$ cat src/rtl/nibble_serial_adder_pkg.sv
// Shared constants, FSM encoding and the full-adder cell for the nibble-serial adder.
package nibble_serial_adder_pkg;

    localparam int unsigned NIB_W = 4;

    typedef enum logic [1:0] {
        IDLE = 2'd0,
        RUN  = 2'd1,
        DONE = 2'd2
    } state_t;

    // One-bit full-adder cell: returns {carry_out, sum}.
    function automatic logic [1:0] full_add(input logic a, input logic b, input logic ci);
        return {(a & b) | (ci & (a ^ b)), a ^ b ^ ci};
    endfunction

endpackage

$ cat src/rtl/nibble_adder_cin.sv
// 4-bit ripple-carry adder with carry-in, chained from full-adder cells.
module nibble_adder_cin
    import nibble_serial_adder_pkg::*;
(
    input  logic [NIB_W-1:0] a,
    input  logic [NIB_W-1:0] b,
    input  logic             cin,
    output logic [NIB_W-1:0] sum_c,
    output logic             cout_c
);

    logic [NIB_W:0] c;

    assign c[0] = cin;

    for (genvar i = 0; i < NIB_W; i++) begin : g_fa
        assign {c[i+1], sum_c[i]} = full_add(a[i], b[i], c[i]);
    end

    assign cout_c = c[NIB_W];

endmodule

$ cat src/rtl/nibble_serial_adder.sv
// Multi-cycle WIDTH-bit adder: one nibble per clock, LSB nibble first, valid/ready on both sides.
module nibble_serial_adder
    import nibble_serial_adder_pkg::*;
#(
    parameter int unsigned WIDTH = 16
)
(
    input  logic             clk,
    input  logic             rst,
    input  logic             in_valid,
    output logic             in_ready,
    input  logic [WIDTH-1:0] in_a,
    input  logic [WIDTH-1:0] in_b,
    output logic             out_valid,
    input  logic             out_ready,
    output logic [WIDTH:0]   out_sum,
    output logic             busy
);

    localparam int unsigned NIBS     = WIDTH / NIB_W;
    localparam int unsigned IDX_W    = (NIBS > 1) ? $clog2(NIBS) : 1;
    localparam logic [IDX_W-1:0] LAST_IDX = IDX_W'(NIBS - 1);

    state_t           state;
    state_t           state_next;
    logic [WIDTH-1:0] a_sh;
    logic [WIDTH-1:0] b_sh;
    logic [WIDTH-1:0] psum;
    logic [WIDTH-1:0] psum_next;
    logic [IDX_W-1:0] idx;
    logic             carry;
    logic [NIB_W-1:0] nib_sum;
    logic             nib_cout;
    logic             last;

    // Operands are shifted right so the active nibble always sits at bit 0.
    nibble_adder_cin u_nib (
        .a      (a_sh[NIB_W-1:0]),
        .b      (b_sh[NIB_W-1:0]),
        .cin    (carry),
        .sum_c  (nib_sum),
        .cout_c (nib_cout)
    );

    always_ff @(posedge clk or posedge rst) begin
        if (rst) begin
            state <= IDLE;
        end else begin
            state <= state_next;
        end
    end

    always_comb begin
        state_next = state;
        last       = (idx == LAST_IDX);
        // New nibble enters at the top; after NIBS steps nibble 0 lands at the bottom.
        psum_next  = WIDTH'({nib_sum, psum} >> NIB_W);
        case (state)
            IDLE:    if (in_valid)  state_next = RUN;
            RUN:     if (last)      state_next = DONE;
            DONE:    if (out_ready) state_next = IDLE;
            default:                state_next = IDLE;
        endcase
    end

    always_ff @(posedge clk or posedge rst) begin
        if (rst) begin
            a_sh      <= '0;
            b_sh      <= '0;
            psum      <= '0;
            idx       <= '0;
            carry     <= 1'b0;
            out_sum   <= '0;
            out_valid <= 1'b0;
            in_ready  <= 1'b1;
            busy      <= 1'b0;
        end else begin
            out_valid <= (state_next == DONE);
            in_ready  <= (state_next == IDLE);
            busy      <= (state_next != IDLE);
            case (state)
                IDLE: begin
                    if (in_valid) begin
                        a_sh  <= in_a;
                        b_sh  <= in_b;
                        carry <= 1'b0;
                        idx   <= '0;
                    end
                end
                RUN: begin
                    a_sh  <= a_sh >> NIB_W;
                    b_sh  <= b_sh >> NIB_W;
                    psum  <= psum_next;
                    carry <= nib_cout;
                    idx   <= idx + 1'b1;
                    if (last) begin
                        out_sum <= {nib_cout, psum_next};
                    end
                end
                default: ;
            endcase
        end
    end

endmodule

$ cat config.mk
export PLATFORM = sky130hd
export DESIGN_NAME = nibble_serial_adder
export DESIGN_NICKNAME = d
export VERILOG_FILES = /design/src/rtl/nibble_serial_adder_pkg.sv /design/src/rtl/nibble_adder_cin.sv /design/src/rtl/nibble_serial_adder.sv
export SDC_FILE = /design/constraint.sdc
export NUM_CORES = 1
export LEC_CHECK = 0
export ABC_AREA = 1
export CAP_MARGIN = 15
export CELL_PAD_IN_SITES_DETAIL_PLACEMENT = 1
export CELL_PAD_IN_SITES_GLOBAL_PLACEMENT = 2
export CORE_ASPECT_RATIO = 1.1
export CORE_UTILIZATION = 31
export DETAILED_ROUTE_END_ITERATION = 8
export PLACE_DENSITY = 0.79
export SLEW_MARGIN = 20
export SYNTH_ARGS = -nofsm -noshare
export SYNTH_HDL_FRONTEND = slang
export SYNTH_SLANG_ARGS = --single-unit
$ cat constraint.sdc
create_clock -name clk -period 6.8 [get_ports clk]
set_clock_uncertainty 0.1 [all_clocks]
set_input_delay 1.7 -clock clk [delete_from_list [all_inputs] [get_ports clk]]
set_output_delay 1.7 -clock clk [all_outputs]
set_load 0.01 [all_outputs]
### Yosys cells after proc, flatten, opt, wreduce, memory -nomap -nowiden

Index checks and enable logic that the tools add are counted.

| word-level totals | value |
|---|---|
| register bits | 73 |
| memories kept | 0 |
| word-level logic and storage cells | 54 |
| bits in latches | 0 |
| bits of input ports | 36 |
| memory bits (writable) | 0 |
| ROM bits | 0 |

| operators by class | value |
|---|---|
| reduce and logical (&&, ||, !) cells | 6 |
| mux-type cells | 12 |
| div/mod/pow operators | 0 |
| shifts and indexed selects | 0 |
| $add $sub $neg | 1 |
| magnitude comparators | 0 |
| bitwise operators | 20 |
| eq/ne operators | 5 |
| multipliers | 0 |

Operators with widths:

| operator | count |
|---|---|
| 16-bit case mux with 2 select lines | 2 |
| 16-bit 2-to-1 mux | 2 |
| 1-bit AND | 8 |
| 2-bit 2-to-1 mux | 4 |
| 1-bit bitwise XOR | 8 |
| 2-bit equality test, second input constant | 3 |
| 2-bit case mux with 3 select lines | 1 |
| 2-bit zero test | 2 |
| 1-bit OR | 4 |
| 2-bit case mux with 2 select lines | 1 |
| 2-bit AND reduction | 2 |
| 2-bit nonzero test | 2 |
| 2-bit by 1-bit adder with 2-bit output, second input constant | 1 |
| 2-bit by 1-bit equality test with 1-bit output, second input constant | 1 |
| 2-bit != test, second input constant | 1 |
| 1-bit case mux with 2 select lines | 1 |
| 1-bit 2-to-1 mux | 1 |

### Logic depth before layout (Yosys ltp)

| logic depth | value |
|---|---|
| depth after elaboration | 10 |
| gate-level depth with buffers | 8 |
| mapped depth without buffers | 8 |

### By module

A second synthesis with hierarchy kept.

| unflattened totals | value |
|---|---|
| cell total of the unflattened synthesis | 400 |
| area, all modules | 3293.2 µm² |

By module, submodules not included:

| module | cells each | area each (µm²) | times used | seq. area each (µm²) |
|---|---|---|---|---|
| nibble_serial_adder | 386 | 3175.5 | 1 | 1727.9 |
| nibble_adder_cin | 14 | 117.6 | 1 | 0.0 |

### Worst setup path before layout

OpenSTA, ideal clock, no wires.

| path | value |
|---|---|
| path kind | input -> register |
| from | input port in_valid |
| to | register a_sh[0] |
| stages | 5 |
| required time | 6.582 ns |
| path slack | 4.388 ns |
| data arrival time | 2.195 ns |
| cell sequence | nand2_1 -> buf_4 -> buf_2 -> nand3_1 -> nand2_1 |

| between the ends | value |
|---|---|
| word-level cells in the longest chain between the ends | 2 |

Ends and longest elaborated chain:

| what | RTL line | RTL |
|---|---|---|
| start, declared | nibble_serial_adder.sv:10 | `input logic in_valid,` |
| 2-bit != test (no source line) | - |  |
| 2-bit AND reduction (no source line) | - |  |
| end signal, assigned | nibble_serial_adder.sv:84 | `a_sh <= in_a;` |
| end signal, assigned | nibble_serial_adder.sv:91 | `a_sh <= a_sh >> NIB_W;` |
| end, declared | nibble_serial_adder.sv:26 | `logic [WIDTH-1:0] a_sh;` |

Every way passes these cells.
A chain may end at the register's enable or synchronous reset.

### Worst setup path in the final report

| path | value |
|---|---|
| from | input port in_valid |
| to | register a_sh[13] |

Same word-level chain as after synthesis.

==> flow_results.org <==
** Placed design
- The congestion estimate from routability-driven global placement came to 0.702.
- Detailed Place HPWL :: 4530 µm
- Input and output buffers added on the ports amount to 55.

** Timing
- Setup TNS after final layout :: 0 ps
- The number of slew-limit violations in the final report is 0.
- After layout, the minimum clock period comes to 3730 ps.
- Max-Slew Margin vs Limit :: 30.6%
- Based on the critical path, the design can be clocked at up to 268 MHz.
- The number of hold violations in the final report was 0.
- Setup violations remaining at the end of the flow were counted as 0.
- Setup repair after global routing left no endpoint under its margin.
- Share of the clock period used by the worst path :: 54.9%
- At the pin with the least slew margin, the transition time is 1040 ps.

** Yosys
- Synthesis produced a netlist with a net count of 423.
- Commonest register cell after synthesis :: sky130_fd_sc_hd__dfrtp_1
- Yosys warning total :: 0
- Counting flops and latches in the post-synthesis netlist gives 69.
- In this run, synthesis inferred 0 flip-flops with an integrated enable.
- Number of library cell types mapped by synthesis :: 19
- Avg Synthesized Cell Area :: 8.28 µm²
- Post-Synthesis Cells :: 382
- After synthesis, the share of flip-flops with an asynchronous set or reset is 100%.
- Summing every instance area after synthesis gives 3160 µm².
- Sequential share of the synthesized area :: 54.6%

** CTS
- Buffer levels on the longest clock path :: 2
- After clock tree synthesis, the clock-pin slew on the worst setup and hold paths is 70 ps.
- In this run, post-CTS repair resized a total of 0 instances.
- Buffers inserted during clock tree synthesis total 9.
- Number of hold-repair buffers added at the cts stage :: 0
- Clock latency of the later-clocked register in the worst-skew pair :: 340 ps
- Clock root buffer master :: sky130_fd_sc_hd__clkbuf_8
- After clock tree synthesis, the setup repair step added 0 buffers.
- CTS tree :: built
- CTS saw 69 sinks.
- H-tree depth :: 3

** Run status
- Failing checks :: design-rule violations
- The flow ran to the end, but the final reports show violations.

** Critical path
- Crit Reg-Reg Startpoint :: state[1]$_DFF_PP0_
- Worst Setup Start Kind :: input port
- Data on the critical path is required at its endpoint by 6940 ps.
- Of all nets on the critical path, the largest fanout is 34.
- Beginning of the critical path :: in_valid
- Arrival time at the worst endpoint :: 3880 ps
- Traced cell by cell, the critical path runs through clkdlybuf4s50_1, nand2_1, nand2_2, o21ai_0.
- The worst setup path is captured at a register.
- For this design, the slowest cell found on the critical path is sky130_fd_sc_hd__nand2_1.
- The largest single stage delay on the critical path is 760 ps.
- Critical setup path kind :: in2reg

** Global route
- Initial antenna violation count :: 0
- The via count of the first global-routing pass came to 2614.
- Global routing consumed, over all layers together, 15.3% of the routing resources.
- First-pass GRT wire length :: 12600 µm
- Overflow left after global routing :: 0
- Entering global routing, the biggest net connects 70 pins.

** Worst hold path
- The tightest min-delay check is of the reg2reg type.
- Hold Path Origin :: out_sum[2]$_DFFE_PP0P_

** Floorplanning
- Starting density of the core :: 32.0%
- The core region is 9890 µm².
- Die width :: 98.3 µm
- 56 I/O pins were placed.
- The die covers 10600 µm².
- Number of core rows :: 38
- From bottom edge to top edge, the die measures 108 µm.

** Final layout
- Fill cell instance count of the final layout :: 1206
- The library cell used most frequently in the layout, excluding fill and tap cells, is sky130_fd_sc_hd__nand2_1.
- The number of antenna diodes in the final layout is 0.
- Number of nets in the finished design :: 470
- Layout overhead on the synthesized area :: 26.3%
- In the layout the commonest cells are sky130_fd_sc_hd__nand2_1, sky130_fd_sc_hd__nand3_1, sky130_fd_sc_hd__dfrtp_1.
- Finished Core Util :: 40.4%
- In the final layout, the share of cells above drive strength 1 is 6.24%.

** Route
- For this block, the via count after detailed routing is 2561.
- Wire length reported by the detailed router :: 7310 µm
- After detailed routing, the average wire length per cell comes to 13.2 µm.
- Violation count after the first detailed-routing iteration :: 147
- After detailed routing, the number of remaining DRC violations is 2.
- Number of nets with antenna violations after detailed routing :: 0
- Vias per cell :: 4.63
- Detailed-routing iteration count for the pre-antenna-repair pass :: 8

** Power
- In this run the static leakage power is 2.03 nW.
- IR analysis of the VDD net gives a maximum drop of 0.170 mV.
- Dividing total power by cell area gives a power density of 478 nW/µm².

** Flow run
- Count of maximum capacitance violations :: 0
==> flip-flops by register name (all words and copies together) (netlist names) <==
register and flops:
a_sh 16, b_sh 16, busy 1, carry 1
idx 2, in_ready 1, out_sum 17, out_valid 1
psum 12, state 2
==> cell families after synthesis <==
logic type / Yosys count / synth area share (%)
flip-flops: 69 / 54.6
buffers and inverters: 89 / 11.5
AO/OA/AOI/OAI: 37 / 5.85
AND/OR/NAND/NOR: 182 / 25.1
adder cells (fa/ha/maj): 5 / 2.93
==> final timing paths <==
check / cells after the start / to / slack [ps]
max: 4 / a_sh[13]$_DFFE_PP0P_ / 3070
min: 2 / out_sum[2]$_DFFE_PP0P_ / 380
max reg2reg: 5 / b_sh[2]$_DFFE_PP0P_ / 3910
min reg2reg: 2 / out_sum[2]$_DFFE_PP0P_ / 380
max in group asynchronous: 3 / a_sh[9]$_DFFE_PP0P_ / 4180
min in group asynchronous: 3 / psum[6]$_DFFE_PP0P_ / 1860
==> cells in the mapped netlist, types with 2 or more instances <==
cell / count / area (µm²)
sky130_fd_sc_hd__o21ai_1: 17 / 85.1
sky130_fd_sc_hd__dfrtp_1: 68 / 1700
sky130_fd_sc_hd__inv_1: 65 / 244
sky130_fd_sc_hd__nand2_1: 96 / 360
sky130_fd_sc_hd__inv_2: 2 / 7.51
sky130_fd_sc_hd__o21ai_0: 19 / 95.1
sky130_fd_sc_hd__clkbuf_1: 5 / 18.8
sky130_fd_sc_hd__nor2_2: 2 / 12.5
sky130_fd_sc_hd__nand3_1: 80 / 400
sky130_fd_sc_hd__fa_1: 4 / 80.1
sky130_fd_sc_hd__nor2_1: 2 / 7.51
sky130_fd_sc_hd__buf_4: 4 / 30.0
sky130_fd_sc_hd__buf_2: 12 / 60.1
==> metal layers <==
| layer | up-vias | routed length (µm) | track usage, % | part of all wire (%) |
|---|---|---|---|---|
| met5 | - | 0 | 0 | 0 |
| met4 | 0 | 106 | 6.08 | 1.5 |
| met3 | 8 | 255 | 3.17 | 3.5 |
| met2 | 49 | 3560 | 25.8 | 49 |
| met1 | 1226 | 3390 | 19.2 | 46 |
| li1 | 1278 | - | - | - |
==> area by class of cell <==
| cell class | instances | area [µm²] | area share, % |
|---|---|---|---|
| Sequential cell | 69 | 1730 | 43.3 |
| Multi-Input combinational cell | 224 | 1080 | 27.0 |
| Timing Repair Buffer | 58 | 573 | 14.3 |
| Inverter | 67 | 251 | 6.30 |
| Tap cell | 120 | 150 | 3.76 |
| Clock buffer | 10 | 138 | 3.45 |
| Clock inverter | 5 | 75.1 | 1.88 |
==> critical path: cells and delay by family <==
kind,cells,cell delay (ps)
AOI/OAI and AO/OA,1,350
buffers and inverters,1,390
and+or+nand+nor,2,1420
==> power breakdown <==
group	leakage [nW]	total [mW]	switching, mW	internal [mW]
Clock	0.112	0.368	0.155	0.213
Combinational	1.05	0.845	0.516	0.329
Sequential	0.860	0.699	0.0945	0.604
Total	2.03	1.91	0.765	1.15
==> stage by stage <==
stage / instances / hold slack [ps] / setup slack, ps / area [µm²] / power, mW
after CTS: 553 / 383 / 3020 / 3990 / 1.96
final: 553 / 378 / 3070 / 4000 / 1.91
after global routing: 553 / 399 / 2830 / 4000 / 2.11
after global placement: 538 / 361 / 2230 / 3770 / 1.54
after floorplan: 382 / 350 / 3260 / 3160 / 1.29
after detailed placement: 538 / 364 / 2650 / 3780 / 1.58
Power figures use the tool's default switching activity.
